--- src/rtl/branch_trace_driver_pkg.sv ---
// branch_pkg: definitions shared by the trace driver, its bus interface and
// the predictor under evaluation.
//   state_e  : driver run state (IDLE, RUN, FLUSH, DONE)
//   IP_W_DEF : default instruction-pointer width, equal to the predictor's input_ip
package branch_pkg;

    localparam int IP_W_DEF = 64;

    typedef enum logic [1:0] {
        IDLE  = 2'd0,
        RUN   = 2'd1,
        FLUSH = 2'd2,
        DONE  = 2'd3
    } state_e;

endpackage

--- src/rtl/branch_trace_driver_if.sv ---
// branch_trace_driver_if: trace-entry handshake plus predictor step bus.
//   trace_valid/ready/ip/taken/last : trace source -> driver
//   pred_step/ip/taken              : driver -> predictor (step = clock enable)
//   pred_prediction                 : predictor -> driver (registered prediction)
// Modports:
//   master : trace source and predictor side (the driver's environment)
//   slave  : branch_trace_driver side
interface branch_trace_driver_if
    import branch_pkg::*;
#(
    parameter int IP_W = IP_W_DEF
) ();
    logic            trace_valid;
    logic            trace_ready;
    logic [IP_W-1:0] trace_ip;
    logic            trace_taken;
    logic            trace_last;
    logic            pred_step;
    logic [IP_W-1:0] pred_ip;
    logic            pred_taken;
    logic            pred_prediction;

    modport master (
        output trace_valid, trace_ip, trace_taken, trace_last, pred_prediction,
        input  trace_ready, pred_step, pred_ip, pred_taken
    );

    modport slave (
        input  trace_valid, trace_ip, trace_taken, trace_last, pred_prediction,
        output trace_ready, pred_step, pred_ip, pred_taken
    );
endinterface

--- src/rtl/branch_trace_driver_sat_counter.sv ---
// sat_counter: CNT_W-bit up counter that holds at all-ones instead of wrapping.
//   clk, reset : clock, synchronous active-high reset
//   clr_i      : synchronous clear (wins over inc_i)
//   inc_i      : add one this edge unless already saturated
//   count_o    : current count
module sat_counter #(
    parameter int CNT_W = 32
) (
    input  logic             clk,
    input  logic             reset,
    input  logic             clr_i,
    input  logic             inc_i,
    output logic [CNT_W-1:0] count_o
);
    logic [CNT_W-1:0] count_q;

    always_ff @(posedge clk) begin
        if (reset || clr_i) begin
            count_q <= '0;
        end else if (inc_i && (count_q != {CNT_W{1'b1}})) begin
            count_q <= count_q + 1'b1;
        end
    end

    assign count_o = count_q;
endmodule

--- src/rtl/branch_trace_driver.sv ---
// branch_trace_driver: replays a recorded branch trace into a predictor and
// scores it.
//   clk, reset        : clock, synchronous active-high reset
//   start             : one-cycle pulse, begins a run from IDLE or DONE
//   bus (slave)       : trace handshake in, predictor step bus out
//   branch_count      : entries scored (saturating)
//   mispredict_count  : entries whose prediction differed from the outcome
//   done              : run complete, counts are final
module branch_trace_driver
    import branch_pkg::*;
#(
    parameter int CNT_W = 32,
    parameter int IP_W  = IP_W_DEF
) (
    input  logic                  clk,
    input  logic                  reset,
    input  logic                  start,
    branch_trace_driver_if.slave  bus,
    output logic [CNT_W-1:0]      branch_count,
    output logic [CNT_W-1:0]      mispredict_count,
    output logic                  done
);
    state_e          state_q;
    state_e          state_d;
    logic            handshake;
    logic            run_start;
    logic            prev_taken_q;   // outcome of the previous stepped branch
    logic [IP_W-1:0] last_ip_q;      // ip of the previous stepped branch, replayed in FLUSH
    logic            exp_taken_q;    // outcome the prediction of the next cycle is scored against
    logic            cmp_pending_q;  // a step happened last edge; its prediction is visible now
    logic            mispredict;

    assign handshake = (state_q == RUN) && bus.trace_valid;
    assign run_start = start && ((state_q == IDLE) || (state_q == DONE));

    // State register
    always_ff @(posedge clk) begin
        if (reset) begin
            state_q <= IDLE;
        end else begin
            state_q <= state_d;
        end
    end

    // Next-state logic
    always_comb begin
        state_d = state_q;
        case (state_q)
            IDLE:    if (start) state_d = RUN;
            RUN:     if (handshake && bus.trace_last) state_d = FLUSH;
            FLUSH:   state_d = DONE;
            DONE:    if (start) state_d = RUN;
            default: state_d = IDLE;
        endcase
    end

    // Output logic. FLUSH re-presents the final branch so the predictor can
    // train on its outcome; that step is never scored.
    always_comb begin
        bus.trace_ready = 1'b0;
        bus.pred_step   = 1'b0;
        bus.pred_ip     = '0;
        bus.pred_taken  = 1'b0;
        done            = 1'b0;
        case (state_q)
            RUN: begin
                bus.trace_ready = 1'b1;
                if (handshake) begin
                    bus.pred_step  = 1'b1;
                    bus.pred_ip    = bus.trace_ip;
                    bus.pred_taken = prev_taken_q;
                end
            end
            FLUSH: begin
                bus.pred_step  = 1'b1;
                bus.pred_ip    = last_ip_q;
                bus.pred_taken = prev_taken_q;
            end
            DONE:    done = 1'b1;
            default: ;
        endcase
    end

    // Step bookkeeping
    always_ff @(posedge clk) begin
        if (reset) begin
            prev_taken_q  <= 1'b0;
            last_ip_q     <= '0;
            exp_taken_q   <= 1'b0;
            cmp_pending_q <= 1'b0;
        end else begin
            cmp_pending_q <= handshake;
            if (handshake) begin
                prev_taken_q <= bus.trace_taken;
                last_ip_q    <= bus.trace_ip;
                exp_taken_q  <= bus.trace_taken;
            end else if (run_start) begin
                prev_taken_q <= 1'b0;
            end
        end
    end

    assign mispredict = cmp_pending_q && (bus.pred_prediction != exp_taken_q);

    sat_counter #(.CNT_W(CNT_W)) u_branch_cnt (
        .clk     (clk),
        .reset   (reset),
        .clr_i   (run_start),
        .inc_i   (cmp_pending_q),
        .count_o (branch_count)
    );

    sat_counter #(.CNT_W(CNT_W)) u_mispredict_cnt (
        .clk     (clk),
        .reset   (reset),
        .clr_i   (run_start),
        .inc_i   (mispredict),
        .count_o (mispredict_count)
    );
endmodule

--- src/flat_wrapper.sv ---
// flat-port wrapper written by rule: the top's interface ports become plain ports
module branch_trace_driver_flat import branch_pkg::*;
#(
    parameter int CNT_W = 32,
    parameter int IP_W  = IP_W_DEF
)
  (clk, reset, start, branch_count, mispredict_count, done, bus_trace_valid, bus_trace_ip, bus_trace_taken, bus_trace_last, bus_pred_prediction, bus_trace_ready, bus_pred_step, bus_pred_ip, bus_pred_taken);
  branch_trace_driver_if #(.IP_W(IP_W)) bus_i ();
  input  logic clk;
  input  logic reset;
  input  logic start;
  output logic [CNT_W-1:0] branch_count;
  output logic [CNT_W-1:0] mispredict_count;
  output logic done;
  input wire logic [$bits(bus_i.trace_valid)-1:0] bus_trace_valid;
  input wire logic [$bits(bus_i.trace_ip)-1:0] bus_trace_ip;
  input wire logic [$bits(bus_i.trace_taken)-1:0] bus_trace_taken;
  input wire logic [$bits(bus_i.trace_last)-1:0] bus_trace_last;
  input wire logic [$bits(bus_i.pred_prediction)-1:0] bus_pred_prediction;
  output wire logic [$bits(bus_i.trace_ready)-1:0] bus_trace_ready;
  output wire logic [$bits(bus_i.pred_step)-1:0] bus_pred_step;
  output wire logic [$bits(bus_i.pred_ip)-1:0] bus_pred_ip;
  output wire logic [$bits(bus_i.pred_taken)-1:0] bus_pred_taken;
  assign bus_i.trace_valid = bus_trace_valid;
  assign bus_i.trace_ip = bus_trace_ip;
  assign bus_i.trace_taken = bus_trace_taken;
  assign bus_i.trace_last = bus_trace_last;
  assign bus_i.pred_prediction = bus_pred_prediction;
  assign bus_trace_ready = bus_i.trace_ready;
  assign bus_pred_step = bus_i.pred_step;
  assign bus_pred_ip = bus_i.pred_ip;
  assign bus_pred_taken = bus_i.pred_taken;
  branch_trace_driver #(.CNT_W(CNT_W), .IP_W(IP_W)) u_core (.clk(clk), .reset(reset), .start(start), .bus(bus_i), .branch_count(branch_count), .mispredict_count(mispredict_count), .done(done));
endmodule
--- config.mk ---
export PLATFORM = sky130hd
export DESIGN_NAME = branch_trace_driver_flat
export DESIGN_NICKNAME = d
export VERILOG_FILES = /design/src/rtl/branch_trace_driver_pkg.sv /design/src/rtl/branch_trace_driver_if.sv /design/src/rtl/branch_trace_driver_sat_counter.sv /design/src/rtl/branch_trace_driver.sv /design/src/flat_wrapper.sv
export SDC_FILE = /design/constraint.sdc
export NUM_CORES = 1
export LEC_CHECK = 0
export ABC_CLOCK_PERIOD_IN_PS = 4000
export BUFFER_PORTS_ARGS = -buffer_cell sky130_fd_sc_hd__buf_2
export CAP_MARGIN = 15
export CORE_MARGIN = 2
export CORE_UTILIZATION = 50
export CTS_BUF_LIST = sky130_fd_sc_hd__clkbuf_8 sky130_fd_sc_hd__clkbuf_16
export CTS_CLUSTER_DIAMETER = 80
export DETAILED_ROUTE_END_ITERATION = 8
export HOLD_SLACK_MARGIN = 0.05
export PLACE_DENSITY = 0.84
export SYNTH_ARGS = -nofsm -noshare
export SYNTH_HDL_FRONTEND = slang
export SYNTH_SLANG_ARGS = --single-unit
export TNS_END_PERCENT = 5
--- constraint.sdc ---
create_clock -name clk -period 4 [get_ports clk]
set_input_delay 0.8 -clock clk [delete_from_list [all_inputs] [get_ports clk]]
set_output_delay 0.8 -clock clk [all_outputs]
set_load 0.005 [all_outputs]
# [Word-level counts from Yosys, hierarchy flattened]
# Index checks and enable logic that the tools add are counted.
[word_totals] regBits=133 inputBits=71 out_inout_bits=132
[classes] addsub=2 eq_ne=8 mux=13 reduce_logical=12
[op_table] op="64-bit one-hot mux with 2 select lines" n=1
[op_table] op="32-bit by 1-bit adder with 32-bit output, second input constant" n=2
[op_table] op="64-bit 2-to-1 mux" n=1
[op_table] op="32-bit inequality test, second input constant" n=2
[op_table] op="1-bit logical AND" n=6
[op_table] op="1-bit 2-to-1 mux" n=6
[op_table] op="2-bit one-hot mux with 3 select lines" n=1
[op_table] op="2-bit == test, second input constant" n=2
[op_table] op="2-bit 2-to-1 mux" n=2
[op_table] op="1-bit one-hot mux with 2 select lines" n=2
[op_table] op="2-bit by 1-bit == test with 1-bit output, second input constant" n=1
[op_table] op="2-bit logical NOT" n=1
[op_table] op="1-bit logical OR" n=2
[op_table] op="2-bit by 1-bit inequality test with 1-bit output, second input constant" n=1
[op_table] op="2-bit inequality test, second input constant" n=1
[op_table] op="2-bit AND reduction" n=1
[op_table] op="2-bit nonzero test" n=1
[op_table] op="2-bit OR reduction" n=1
[op_table] op="1-bit inequality test" n=1

# [Depth between registers and ports, before layout]
[depth] word_depth=5 mapped_depth=9

# [Cells and area by module]
# From an unflattened synthesis, not the netlist that was laid out.
[hier_totals] hier_cells=842 hier_area_um2=7254.5
[by_module_without_submodules] module="branch_trace_driver" instances=1 cells_per_inst=464 area_each_um2=3891.2 seq_area_each_um2=1381.3
[by_module_without_submodules] module="sat_counter" instances=2 cells_per_inst=189 area_each_um2=1681.6 seq_area_each_um2=640.6

# [Worst setup path before layout]
# OpenSTA, ideal clock, no wires.
[synth_timing] path_type="input -> output" start="in bus_trace_valid" end="out bus_pred_ip[18]" t_arrival_ps=1688 setup_slack_ps=1512 cell_stages=5 path_buffers=2 cell_sequence="and3_1 > clkbuf_1 > buf_1 > a22oi_1 > nor2_1"
[synth_between] elab_chain_len=3
[synth_lines] element="start, declared" line_no="flat_wrapper.sv:15" rtl="input wire logic [$bits(bus_i.trace_valid)-1:0] bus_trace_valid;"
[synth_lines] element="1-bit logical AND" line_no="branch_trace_driver.sv:33" rtl="assign handshake = (state_q == RUN) && bus.trace_valid;"
[synth_lines] element="64-bit 2-to-1 mux" line_no="branch_trace_driver.sv:68" rtl="if (handshake) begin"
[synth_lines] element="64-bit one-hot mux with 2 select lines" line_no="branch_trace_driver.sv:65" rtl="case (state_q)"
[synth_lines] element="end, declared" line_no="flat_wrapper.sv:22" rtl="output wire logic [$bits(bus_i.pred_ip)-1:0] bus_pred_ip;"
# No other way between the ends.

# [Worst setup path after layout]
[layout_timing] start="reg u_core.state_q[0]" end="out bus_pred_ip[58]"
[layout_between] elab_chain_len=4 elab_cells_between_ends=5 cone_classes="eq/ne (2); mux (2); reduce/logical (1)"
[layout_lines] element="start, declared" line_no="branch_trace_driver.sv:23" rtl="state_e state_q;"
[layout_lines] element="start signal, assigned" line_no="branch_trace_driver.sv:41" rtl="state_q <= state_d;"
[layout_lines] element="2-bit by 1-bit == test with 1-bit output" line_no="branch_trace_driver.sv:33, branch_trace_driver.sv:65"
[layout_lines] element="1-bit logical AND" line_no="branch_trace_driver.sv:33"
[layout_lines] element="64-bit 2-to-1 mux" line_no="branch_trace_driver.sv:68"
[layout_lines] element="64-bit one-hot mux with 2 select lines *" line_no="branch_trace_driver.sv:65"
# Mark *: on every way between the ends. The rest lies on a longest branch, timed or not.

==> metrics.yaml <==
grt_max_degree: 66
synth.most_common_cell: "nand2_1"
worst_ir_drop_vdd_uv: 259.3
cts.htree.levels: 4
cp_slowest_stage_delay_ns: 0.64
cts-root-buf: "clkbuf_16"
leakagePower_nw: 3.191
grt-ovfl-total: 0
io_buffer_count: 202
comb_power_share_pct: 24.3
max_slew_margin_pct: 35.82
min_to: "u_core.last_ip_q[63]"
area.growth.synth_to_final_pct: 24.82
finalWeightedCongestion: 0.8496
cts_setup_buffers: 0
skew_ns: 0.006993
finalSetupViolCount: 0
p_clk_share_pct: 37.8
min_period_ns: 3.076
num_vias: 6985
p_per_area_nw_per_um2: 479.7
antenna_found_initial: 0
core-area_um2: 12670
dieArea_um2: 14010
cts_resized: 0
cp_data_required_time_ns: 3.20
critPathMaxFanout: 45
syn_area_um2: 6539
setup-tns-final_ns: 0
ys_seq_area_share_pct: 40.72
wl_per_cell_um: 14.93
drv_cap: 0
ant_nets: 0
rsz0062_at_grt: "false"
intPower_w: 0.002607
synthTopCellsByArea: "dfxtp_1, nand2_1, a21oi_1"
synth_ff_type: "dfxtp_1"
layout-drive-gt1-share_pct: 24.50
ff2ff_setup_slack_ns: 1.34
worst_hold_slack_ns: 0.4546
endpoint_kind: "output port"
rows: 41
antenna_cells: 0
hold_depth: 2
synthesis.nets: 945
die_w_um: 118.4
syn_avg_cell_area_um2: 7.533
drc: 0
first_iter_violations: 723
synth_cell_types: 45
r2r_cells: 7
timing.fmax_mhz: 325.1
numCtsBuffers: 17
hp-class: "reg -> reg"
post-route-period-util_pct: 76.90
swShare_pct: 33.42
initial_utilization_pct: 51.60
cts.sinks: 133
die_h_um: 118.4
final_nets: 1110
synth_async_sr_flop_share_pct: 0
rr_endpoint: "u_core.u_branch_cnt.count_o[30]"
synth_edf_count: 0
synthTopCellsByCount: "nand2_1, dfxtp_1, a21oi_1"
cts_tree: "done"
fin_ws_ns: 0.9240
tightest_slew_ns: 0.9627
dr.pass1.iters: 5
dp_hpwl_um: 11880
path_cells: "inv_1 > ha_2 > buf_4 > nor2_1 > buf_2"
p_seq_share_pct: 37.9
arrival_ns: 2.28
hold_viol: 0
finalMaxSlewViolations: 0
routed_wirelength_um: 18170
clock_latency_ns: 0.42
p_sw_w: 0.001308
grt_pass1_wl_um: 29510
nFillCells: 1145
grt.total_usage_pct: 25.43
status: "finished clean"
clk_pin_slew_worst_paths_ns: 0.05
worstHoldStart: "u_core.last_ip_q[63]"
place_ws_ns: 1.306
syn-instance-count: 868
synth_seq_cells: 133
r2r-start: "u_core.state_q[0]"
grt_pass1_vias: 6108
clockBufferDepth: 2
utilization_pct: 64.41
yosys_warnings: 0
yosysTopAreaCell: "dfxtp_1"
crit_slowest_cell: "ha_2"
synth_top_area_share_pct: 40.72
io_pins: 203
path_class: "reg -> out"
postCtsHoldBufs: 0
routed_via_density: 5.740
critPathLaunchType: "register"
-- cell type report --
cell class              instances  area (um^2)  share of cell area (%)
well taps                     172        215.2                   2.637
clock buffers                  18        439.2                   5.381
flip-flops and latches        133         2663                   32.62
multi-input cells             662         3592                   44.01
repair buffers                211         1104                   13.52
inverters                       8        30.03                  0.3679
clock inverters                13        118.9                   1.456
-- per-layer routing --
layer,track usage [%],wire [um],up-vias
li1,-,-,3436
met1,32.03,7641,3248
met2,41.47,8772,277
met3,7.819,1491,24
met4,8.133,261,0
met5,0,0,-
-- cells in the final DEF (no fill, tap or decap), drive strengths merged, types with 2 or more instances in the layout --
cell type and instances:
a211oi 2, a21oi 116, a22oi 64, a31o 3
a31oi 3, and2 2, and3 5, and4 12
buf 211, bufinv 2, clkbuf 18, clkinv 5
clkinvlp 3, dfxtp 133, ha 6, inv 11
mux2i 7, nand2 173, nand2b 9, nand3 21
nand4 22, nor2 90, nor3 3, nor4 7
o21ai 30, o311ai 2, o31ai 15, o41ai 2
or2 3, or3 29, or4 20, xnor2 4
xor2 4
-- worst max-delay path: cells and delay by family, from the launching register on --
| family | cells | cell delay [ns] |
|---|---|---|
| fa+ha+maj | 1 | 0.64 |
| buf+inv | 3 | 0.71 |
| flops | 1 | 0.40 |
| simple gates | 1 | 0.11 |
-- worst max path at each step --
stage               cells after the start                 from  slack, ns                                   to
global placement                        6  bus_pred_prediction       1.32  u_core.u_mispredict_cnt.count_o[30]
global route                            5    u_core.state_q[0]       0.69                      bus_pred_ip[11]
floorplan                               5      bus_trace_valid       1.51                      bus_pred_ip[18]
finish                                  5    u_core.state_q[0]       0.92                      bus_pred_ip[58]
CTS                                     5    u_core.state_q[0]       0.90                      bus_pred_ip[58]
detailed placement                      6  bus_pred_prediction       1.31  u_core.u_mispredict_cnt.count_o[30]
-- per-stage QoR --
stage	instances	instance area [um^2]	power [W]
CTS	1217	8162	0.003932
finish	1217	8162	0.003915
global route	1217	8162	0.004121
detailed placement	1186	7604	0.002460
global placement	1186	7604	0.002446
floorplan	868	6539	0.002158
-- state kept, by name (all words and copies together) (netlist names) --
register and count:
u_core.prev_taken_q 1, u_core.u_mispredict_cnt.count_o 32, u_core.state_q 2, u_core.u_branch_cnt.count_o 32, u_core.cmp_pending_q 1, u_core.last_ip_q 64, u_core.exp_taken_q 1
-- cell families after synthesis --
kind of cell	after synthesis	share of synthesized area [%]
AOI/OAI and AO/OA	241	22.31
xor gates and xnor gates	8	1.071
adders and majority gates	6	1.148
buffers and inverters	73	4.554
DFF	133	40.72
muxes	7	1.072
and+or+nand+nor	400	29.12
-- power groups by stage --
stage / combinational (W) / clock, W / sequential (W)
floorplan: 0.000668 / 0 / 0.00149
global placement: 0.000942 / 0 / 0.00150
detailed placement: 0.000952 / 0 / 0.00151
CTS: 0.000952 / 0.00150 / 0.00148
global route: 0.00107 / 0.00156 / 0.00150
finish: 0.000951 / 0.00148 / 0.00148
Power figures use the tool's default switching activity.
